$ cat src/rtl/pipe_stage_skid_pkg.sv
// pipe_stage_skid_pkg
//   Shared constants for the elastic pipeline stage: the bubble instruction
//   and the skid-buffer occupancy state encoding.
package pipe_stage_skid_pkg;

    localparam logic [31:0] NOP_INSTR = 32'h0000_0000;

    typedef enum logic [1:0] {
        ST_EMPTY = 2'd0,
        ST_ONE   = 2'd1,
        ST_TWO   = 2'd2
    } state_t;

endpackage

$ cat src/rtl/pipe_stage_skid_entry.sv
// pipe_entry
//   Load-enabled {instr, pc, data} register with synchronous clear.
//   Clear has priority over load.
// Ports:
//   clk, clear       clock and synchronous clear (active high)
//   load             capture d_* on the next edge
//   d_instr/pc/data  next entry contents
//   q_instr/pc/data  held entry contents
module pipe_entry #(
    parameter int DATA_W  = 64,
    parameter int PC_W    = 32,
    parameter int INSTR_W = 32
) (
    input  logic               clk,
    input  logic               clear,
    input  logic               load,
    input  logic [INSTR_W-1:0] d_instr,
    input  logic [PC_W-1:0]    d_pc,
    input  logic [DATA_W-1:0]  d_data,
    output logic [INSTR_W-1:0] q_instr,
    output logic [PC_W-1:0]    q_pc,
    output logic [DATA_W-1:0]  q_data
);

    always_ff @(posedge clk) begin
        if (clear) begin
            q_instr <= '0;
            q_pc    <= '0;
            q_data  <= '0;
        end else if (load) begin
            q_instr <= d_instr;
            q_pc    <= d_pc;
            q_data  <= d_data;
        end
    end

endmodule

$ cat src/rtl/pipe_stage_skid.sv
// pipe_stage_skid
//   Elastic pipeline-stage register with a 2-entry skid buffer. in_ready is
//   decoded from the registered occupancy state only, so there is no
//   combinational path from out_ready to in_ready. flush squashes both
//   entries (bubble insertion); reset has priority over flush.
//   Optional macro PIPE_PERF_CNT_EN adds saturating stall/bubble counters.
// Ports:
//   clk, reset                      clock, synchronous active-high reset
//   flush                           drop all held entries and any push
//   in_valid/in_ready               upstream handshake
//   in_instr/in_pc/in_data          incoming entry
//   out_valid/out_ready             downstream handshake
//   out_instr/out_pc/out_data       main entry (out_instr = NOP when invalid)
//   stall_cnt/bubble_cnt            perf counters (PIPE_PERF_CNT_EN only)
//
// state    | meaning
// ---------+--------------------------------
// ST_EMPTY | no entry held
// ST_ONE   | main entry valid
// ST_TWO   | main and skid entries valid
module pipe_stage_skid
    import pipe_stage_skid_pkg::*;
#(
    parameter int DATA_W  = 64,
    parameter int PC_W    = 32,
    parameter int INSTR_W = 32
`ifdef PIPE_PERF_CNT_EN
    ,
    parameter int CNT_W   = 32
`endif
) (
    input  logic               clk,
    input  logic               reset,
    input  logic               flush,
    input  logic               in_valid,
    output logic               in_ready,
    input  logic [INSTR_W-1:0] in_instr,
    input  logic [PC_W-1:0]    in_pc,
    input  logic [DATA_W-1:0]  in_data,
    output logic               out_valid,
    input  logic               out_ready,
    output logic [INSTR_W-1:0] out_instr,
    output logic [PC_W-1:0]    out_pc,
    output logic [DATA_W-1:0]  out_data
`ifdef PIPE_PERF_CNT_EN
    ,
    output logic [CNT_W-1:0]   stall_cnt,
    output logic [CNT_W-1:0]   bubble_cnt
`endif
);

    state_t state;

    logic push;
    logic pop;
    logic clear;
    logic main_load;
    logic skid_load;

    logic [INSTR_W-1:0] main_instr, skid_instr, main_d_instr;
    logic [PC_W-1:0]    main_pc,    skid_pc,    main_d_pc;
    logic [DATA_W-1:0]  main_data,  skid_data,  main_d_data;

    assign in_ready  = (state != ST_TWO);
    assign out_valid = (state != ST_EMPTY);
    assign push      = in_valid & in_ready;
    assign pop       = out_valid & out_ready;
    assign clear     = reset | flush;

    // Main refills from the skid when draining TWO, otherwise from the input.
    assign main_load = ((state == ST_EMPTY) & push)
                     | ((state == ST_ONE) & push & pop)
                     | ((state == ST_TWO) & pop);
    assign skid_load = (state == ST_ONE) & push & ~pop;

    always_comb begin
        main_d_instr = in_instr;
        main_d_pc    = in_pc;
        main_d_data  = in_data;
        if (state == ST_TWO) begin
            main_d_instr = skid_instr;
            main_d_pc    = skid_pc;
            main_d_data  = skid_data;
        end
    end

    always_ff @(posedge clk) begin
        if (reset || flush) begin
            state <= ST_EMPTY;
        end else begin
            case (state)
                ST_EMPTY: if (push) state <= ST_ONE;
                ST_ONE: begin
                    if (push && !pop)      state <= ST_TWO;
                    else if (!push && pop) state <= ST_EMPTY;
                end
                ST_TWO:   if (pop) state <= ST_ONE;
                default:  state <= ST_EMPTY;
            endcase
        end
    end

    pipe_entry #(.DATA_W(DATA_W), .PC_W(PC_W), .INSTR_W(INSTR_W)) u_main (
        .clk     (clk),
        .clear   (clear),
        .load    (main_load),
        .d_instr (main_d_instr),
        .d_pc    (main_d_pc),
        .d_data  (main_d_data),
        .q_instr (main_instr),
        .q_pc    (main_pc),
        .q_data  (main_data)
    );

    pipe_entry #(.DATA_W(DATA_W), .PC_W(PC_W), .INSTR_W(INSTR_W)) u_skid (
        .clk     (clk),
        .clear   (clear),
        .load    (skid_load),
        .d_instr (in_instr),
        .d_pc    (in_pc),
        .d_data  (in_data),
        .q_instr (skid_instr),
        .q_pc    (skid_pc),
        .q_data  (skid_data)
    );

    // Downstream decode must see a bubble whenever nothing is valid.
    assign out_instr = out_valid ? main_instr : INSTR_W'(NOP_INSTR);
    assign out_pc    = main_pc;
    assign out_data  = main_data;

`ifdef PIPE_PERF_CNT_EN
    // Counters survive flush; only reset clears them.
    always_ff @(posedge clk) begin
        if (reset) begin
            stall_cnt  <= '0;
            bubble_cnt <= '0;
        end else begin
            if (out_valid && !out_ready && (stall_cnt != '1))
                stall_cnt <= stall_cnt + 1'b1;
            if (!out_valid && (bubble_cnt != '1))
                bubble_cnt <= bubble_cnt + 1'b1;
        end
    end
`endif

endmodule

$ cat config.mk
export PLATFORM = sky130hd
export DESIGN_NAME = pipe_stage_skid
export DESIGN_NICKNAME = d
export VERILOG_FILES = /design/src/rtl/pipe_stage_skid_pkg.sv /design/src/rtl/pipe_stage_skid_entry.sv /design/src/rtl/pipe_stage_skid.sv
export SDC_FILE = /design/constraint.sdc
export NUM_CORES = 1
export LEC_CHECK = 0
export ABC_AREA = 1
export CAP_MARGIN = 20
export CORE_ASPECT_RATIO = 0.5
export CORE_MARGIN = 2
export CORE_UTILIZATION = 53
export CTS_BUF_LIST = sky130_fd_sc_hd__clkbuf_8
export DETAILED_ROUTE_END_ITERATION = 10
export GPL_ROUTABILITY_DRIVEN = 0
export GPL_TIMING_DRIVEN = 0
export PLACE_DENSITY = 0.9
export RECOVER_POWER = 100
export SLEW_MARGIN = 10
export SYNTH_ARGS = -nofsm -noshare
export SYNTH_HDL_FRONTEND = slang
export SYNTH_SLANG_ARGS = --single-unit
$ cat constraint.sdc
create_clock -name clk -period 1.4 [get_ports clk]
set_clock_uncertainty 0.05 [all_clocks]
set_input_delay 0.35 -clock clk [delete_from_list [all_inputs] [get_ports clk]]
set_output_delay 0.35 -clock clk [all_outputs]
set_load 0.05 [all_outputs]
Word-level counts from Yosys, hierarchy flattened:

Index checks and enable logic that the tools add are counted.

* eq/ne operators: 6
* muxes and demuxes: 9
* reductions and logical operators: 8
* bitwise logic cells: 11

Operators by type and width (number)
* $mux 32: 3
* $mux 64: 1
* $mux 2: 4
* $and 1x1->1: 7
* $ne 2x2->1 const B: 3
* $pmux 2 s3: 1
* $ne 3x1->1 const B: 1
* $or 1x1->1: 3
* $reduce_and 3->1: 1
* $eq 2x1->1 const B: 1
* $eq 2x2->1 const B: 1
* $logic_and 1x1->1: 2
* $logic_not 1->1: 2
* $logic_not 2->1: 1
* $reduce_bool 2->1: 1
* $logic_or 1x1->1: 1
* $not 1->1: 1

* logic and storage cells: 41
* input bits: 133
* register bits: 258
* output and inout bits: 130

Logic depth before layout (Yosys ltp):

* depth after elaboration: 7
* depth in mapped cells: 9
* mapped depth without buffers: 7

Modules after synthesis:

From an unflattened synthesis, not the netlist that was laid out.

* cells, all modules: 1859
* area total of the unflattened synthesis: 12383.1 um^2

Modules (own cells, without submodules)
* pipe_entry: times used 2, sequential area each 2562.5 um^2, area each 5206.2 um^2, cells each 811
* pipe_stage_skid: times used 1, sequential area each 40.0 um^2, area each 1970.6 um^2, cells each 237

Worst setup path before layout:

OpenSTA, ideal clock, no wires.

* kind: register to output
* start: register state[0]
* end: output port out_instr[10]
* path slack: -0.897 ns
* arrival: 1.897 ns
* cell stages (with the launch flop): 6
* path through: dfxtp_1 > inv_2 > nand2_1 > inv_1 > clkbuf_1 > nor2_1

* cells in the longest elaborated chain, start to end: 2

Ends and longest elaborated chain
* start: declaration: RTL line pipe_stage_skid.sv:52 `state_t state;`
* start signal: assignment: RTL line pipe_stage_skid.sv:89 `state <= ST_EMPTY;`
* start signal: assignment: RTL line pipe_stage_skid.sv:92 `ST_EMPTY: if (push) state <= ST_ONE;`
* start signal: assignment: RTL line pipe_stage_skid.sv:94 `if (push && !pop) state <= ST_TWO;`
* $reduce_bool 2->1: RTL line pipe_stage_skid.sv:65 `assign out_valid = (state != ST_EMPTY);`
* named net out_valid: RTL line pipe_stage_skid.sv:40 `output logic out_valid,`
* $mux 32: RTL line pipe_stage_skid.sv:128 `assign out_instr = out_valid ? main_instr : INSTR_W'(NOP_INSTR);`
* end: declaration: RTL line pipe_stage_skid.sv:42 `output logic [INSTR_W-1:0] out_instr,`

The timed path passes the listed nets, and every way through them passes these cells.

Worst setup path after layout:

* start: register state[1]
* end: output port out_instr[1]

* cells in the longest elaborated chain, start to end: 2

Ends and longest elaborated chain (RTL line)
* $reduce_bool 2->1: pipe_stage_skid.sv:65
* $mux 32: pipe_stage_skid.sv:128

No other way between the ends.

==> results_dict.tcl <==
set metrics [dict create \
    status "finished, violations left" \
    violations "negative setup slack" \
    finalWorstSetupSlack_ns -0.815 \
    power_mw 18.4 \
    synth_warnings 0 \
    syn_nets 2229 \
    chipWidth_um 220 \
    ant_nets 0 \
    grtUsageMet2 0.584 \
    max_cap_viol_count 0 \
    final_util 0.849 \
    floorplan.initialDensity 0.541 \
    place_ws_ns -1.02 \
    grt_pass1_wl_um 67900 \
    final_max_slew_viol_count 0 \
    worst_pin_slew_ns 0.716 \
    r2r.worst_path.cells 11 \
    critPathKind "reg -> out" \
    ios 263 \
    finalNonFillerCells 2809 \
    worstSetupStartpointType "register" \
    cp.required_ns 1.00 \
    timing.setup.tns_ns -131.11 \
    drt_iter0_drc 2242 \
    dieArea_um2 24600 \
    cp-endpoint "out_instr[1]" \
    setup_viol 388 \
    synth_area_um2 12400 \
    top_usage_layer "met2" \
    clk_pin_slew_ns 0.08 \
    grt_pass1_vias 13568 \
    area_growth_syn_to_layout_pct 56.8 \
    r2r_slack_ns -0.64 \
    fmax_mhz 452 \
    post-dp-hpwl_um 24100 \
    post-route-drc-count 0 \
    synth.avg_cell_area_um2 5.90 \
    finalHoldViolations 0 \
    grt_antenna_before_repair 2 \
    max_stage_delay_ns 0.38 \
    slew_headroom 0.523 \
    place_area_um2 15700 \
    clkLatencyLatePin_ns 0.56 \
    crit_arrival_ns 1.81 \
    htreeDepth 2 \
    overflow 0 \
    fin_crit_ns 2.21 \
    dr.pass1.iters 10 \
    final_cell_mix "nand2_1 (870), nor2_1 (461), inv_1 (273)" \
    path_delay_family "buffers and inverters" \
    end_kind "output pin" \
    reg2reg_from "state[1]" \
    finalNetCount 2605 \
    cts.sinks 258 \
    routed_wl_um 52400 \
    row_count 39 \
    cp_num_buf_inv 5 \
    ys_types 17 \
    dp_cells 2665 \
    portBuffers 262 \
    reg2reg_to "u_main.q_pc[17]" \
    die_h_um 112 \
    grtUsageTotal 0.347 \
    grt.met3_usage 0.0656 \
    wl_per_cell_um 18.7 \
    coreArea_um2 22800 \
    hold_path.class "in -> reg" \
    cts-root-buf "clkbuf_8" \
    period_share 1.58 \
    startpoint "state[1]" \
    crit_fanout 7 \
    slowest_stage "dfxtp_4" \
    grt_max_degree 11 \
    drive_above_1_share 0.238 \
    path_cells "inv_4, nand2_8, clkinvlp_4, buf_12, clkbuf_16, nor2_4, buf_8" \
    final_area_um2 19400 \
    holdWs_ns 0.382 \
    p_leak_nw 9.26 \
    cts_tree "done" \
    irDropWorstVdd_mv 0.777 \
    cts.path.max_buffers 3 \
    vias_per_cell 5.47 \
    synthCells 2096 \
    rsz0062_at_grt "true" \
    ys_ff_latch 258 \
    final_common_cell "nand2_1" \
    met1_usage 0.422 \
    cts_made_buffers 38 \
    power.density_nw_per_um2 949 \
    synth-seq-area-share 0.418 \
    critical_path_depth 7 \
    vias 15371 \
]
==> Yosys cell counts <==
library cell / number / area, um^2
o211ai_1: 1 / 7.51
inv_2: 3 / 11.3
buf_2: 45 / 225
dfxtp_1: 258 / 5160
nand3_1: 2 / 10.0
nand2_1: 906 / 3400
nor2_1: 546 / 2050
buf_6: 6 / 67.6
buf_1: 10 / 37.5
nand2_2: 2 / 12.5
o21ai_1: 1 / 5.00
a21oi_1: 1 / 5.00
nor2_2: 1 / 6.26
inv_1: 260 / 976
clkbuf_8: 2 / 27.5
clkbuf_1: 9 / 33.8
buf_4: 43 / 323
==> worst register-to-register path, stage by stage, from the launching register on <==
cell	delay, ns
dfxtp_4	0.37
buf_4	0.14
buf_6	0.10
buf_6	0.11
buf_6	0.12
o21ai_4	0.18
nand2_8	0.12
clkbuf_16	0.22
buf_8	0.15
nand2_1	0.06
nand2_1	0.05
nor2_1	0.24
==> what timing repair did <==
action / in CTS / in global routing
cloned: 26 / 8
gates resized for setup: 1198 / 188
pin swaps: 10 / 25
hold buffers: 0 / 0
setup endpoints to repair: 377 / 387
buffers inserted: 31 / 11
==> flip-flops by register name, summed over array words and instances (netlist names) <==
signal / cells
u_main.q_data: 64
u_skid.q_pc: 32
u_skid.q_instr: 32
u_skid.q_data: 64
u_main.q_instr: 32
state: 2
u_main.q_pc: 32
==> final cells by class <==
class	count	area [um^2]
fill	1171	3450
clock buffer	50	688
sequential	258	5300
clock inverter	18	100
timing repair buffer	336	4520
tap	307	384
buffer	115	1240
inverter	263	996
antenna	2	5.00
multi-input combinational	1460	6150
==> layer usage <==
metal	routed length [um]	vias to the layer above
met2	23600	1255
met4	4320	0
met1	18500	6942
met5	0	-
met3	5950	413
li1	-	6761
==> power by group <==
group          internal, mW  switching (mW)  total (mW)
combinational          1.70            2.29        3.99
clock                  3.38            3.26        6.65
sequential             7.58           0.172        7.76
==> worst min-delay path by stage <==
| stage | from | endpoint | slack [ns] | cells past startpoint |
|---|---|---|---|---|
| 6_report | in_pc[11] | u_skid.q_pc[11] | 0.38 | 5 |
| 5_1_grt | in_pc[11] | u_skid.q_pc[11] | 0.40 | 5 |
| 3_3_place_gp | u_skid.q_data[59] | u_skid.q_data[59] | 0.41 | 2 |
| 2_1_floorplan | state[0] | state[1] | 0.40 | 1 |
| 4_1_cts | in_instr[21] | u_skid.q_instr[21] | 0.37 | 5 |
| 3_5_place_dp | u_skid.q_data[2] | u_skid.q_data[2] | 0.42 | 2 |
==> cells by family after synthesis <==
family	count (synthesis)	share of synthesized area
AO/OA/AOI/OAI	3	0.00142
buffers and inverters	378	0.138
AND/OR/NAND/NOR	1457	0.443
flip-flops	258	0.418
No activity file was read; power rests on OpenSTA's default activity.
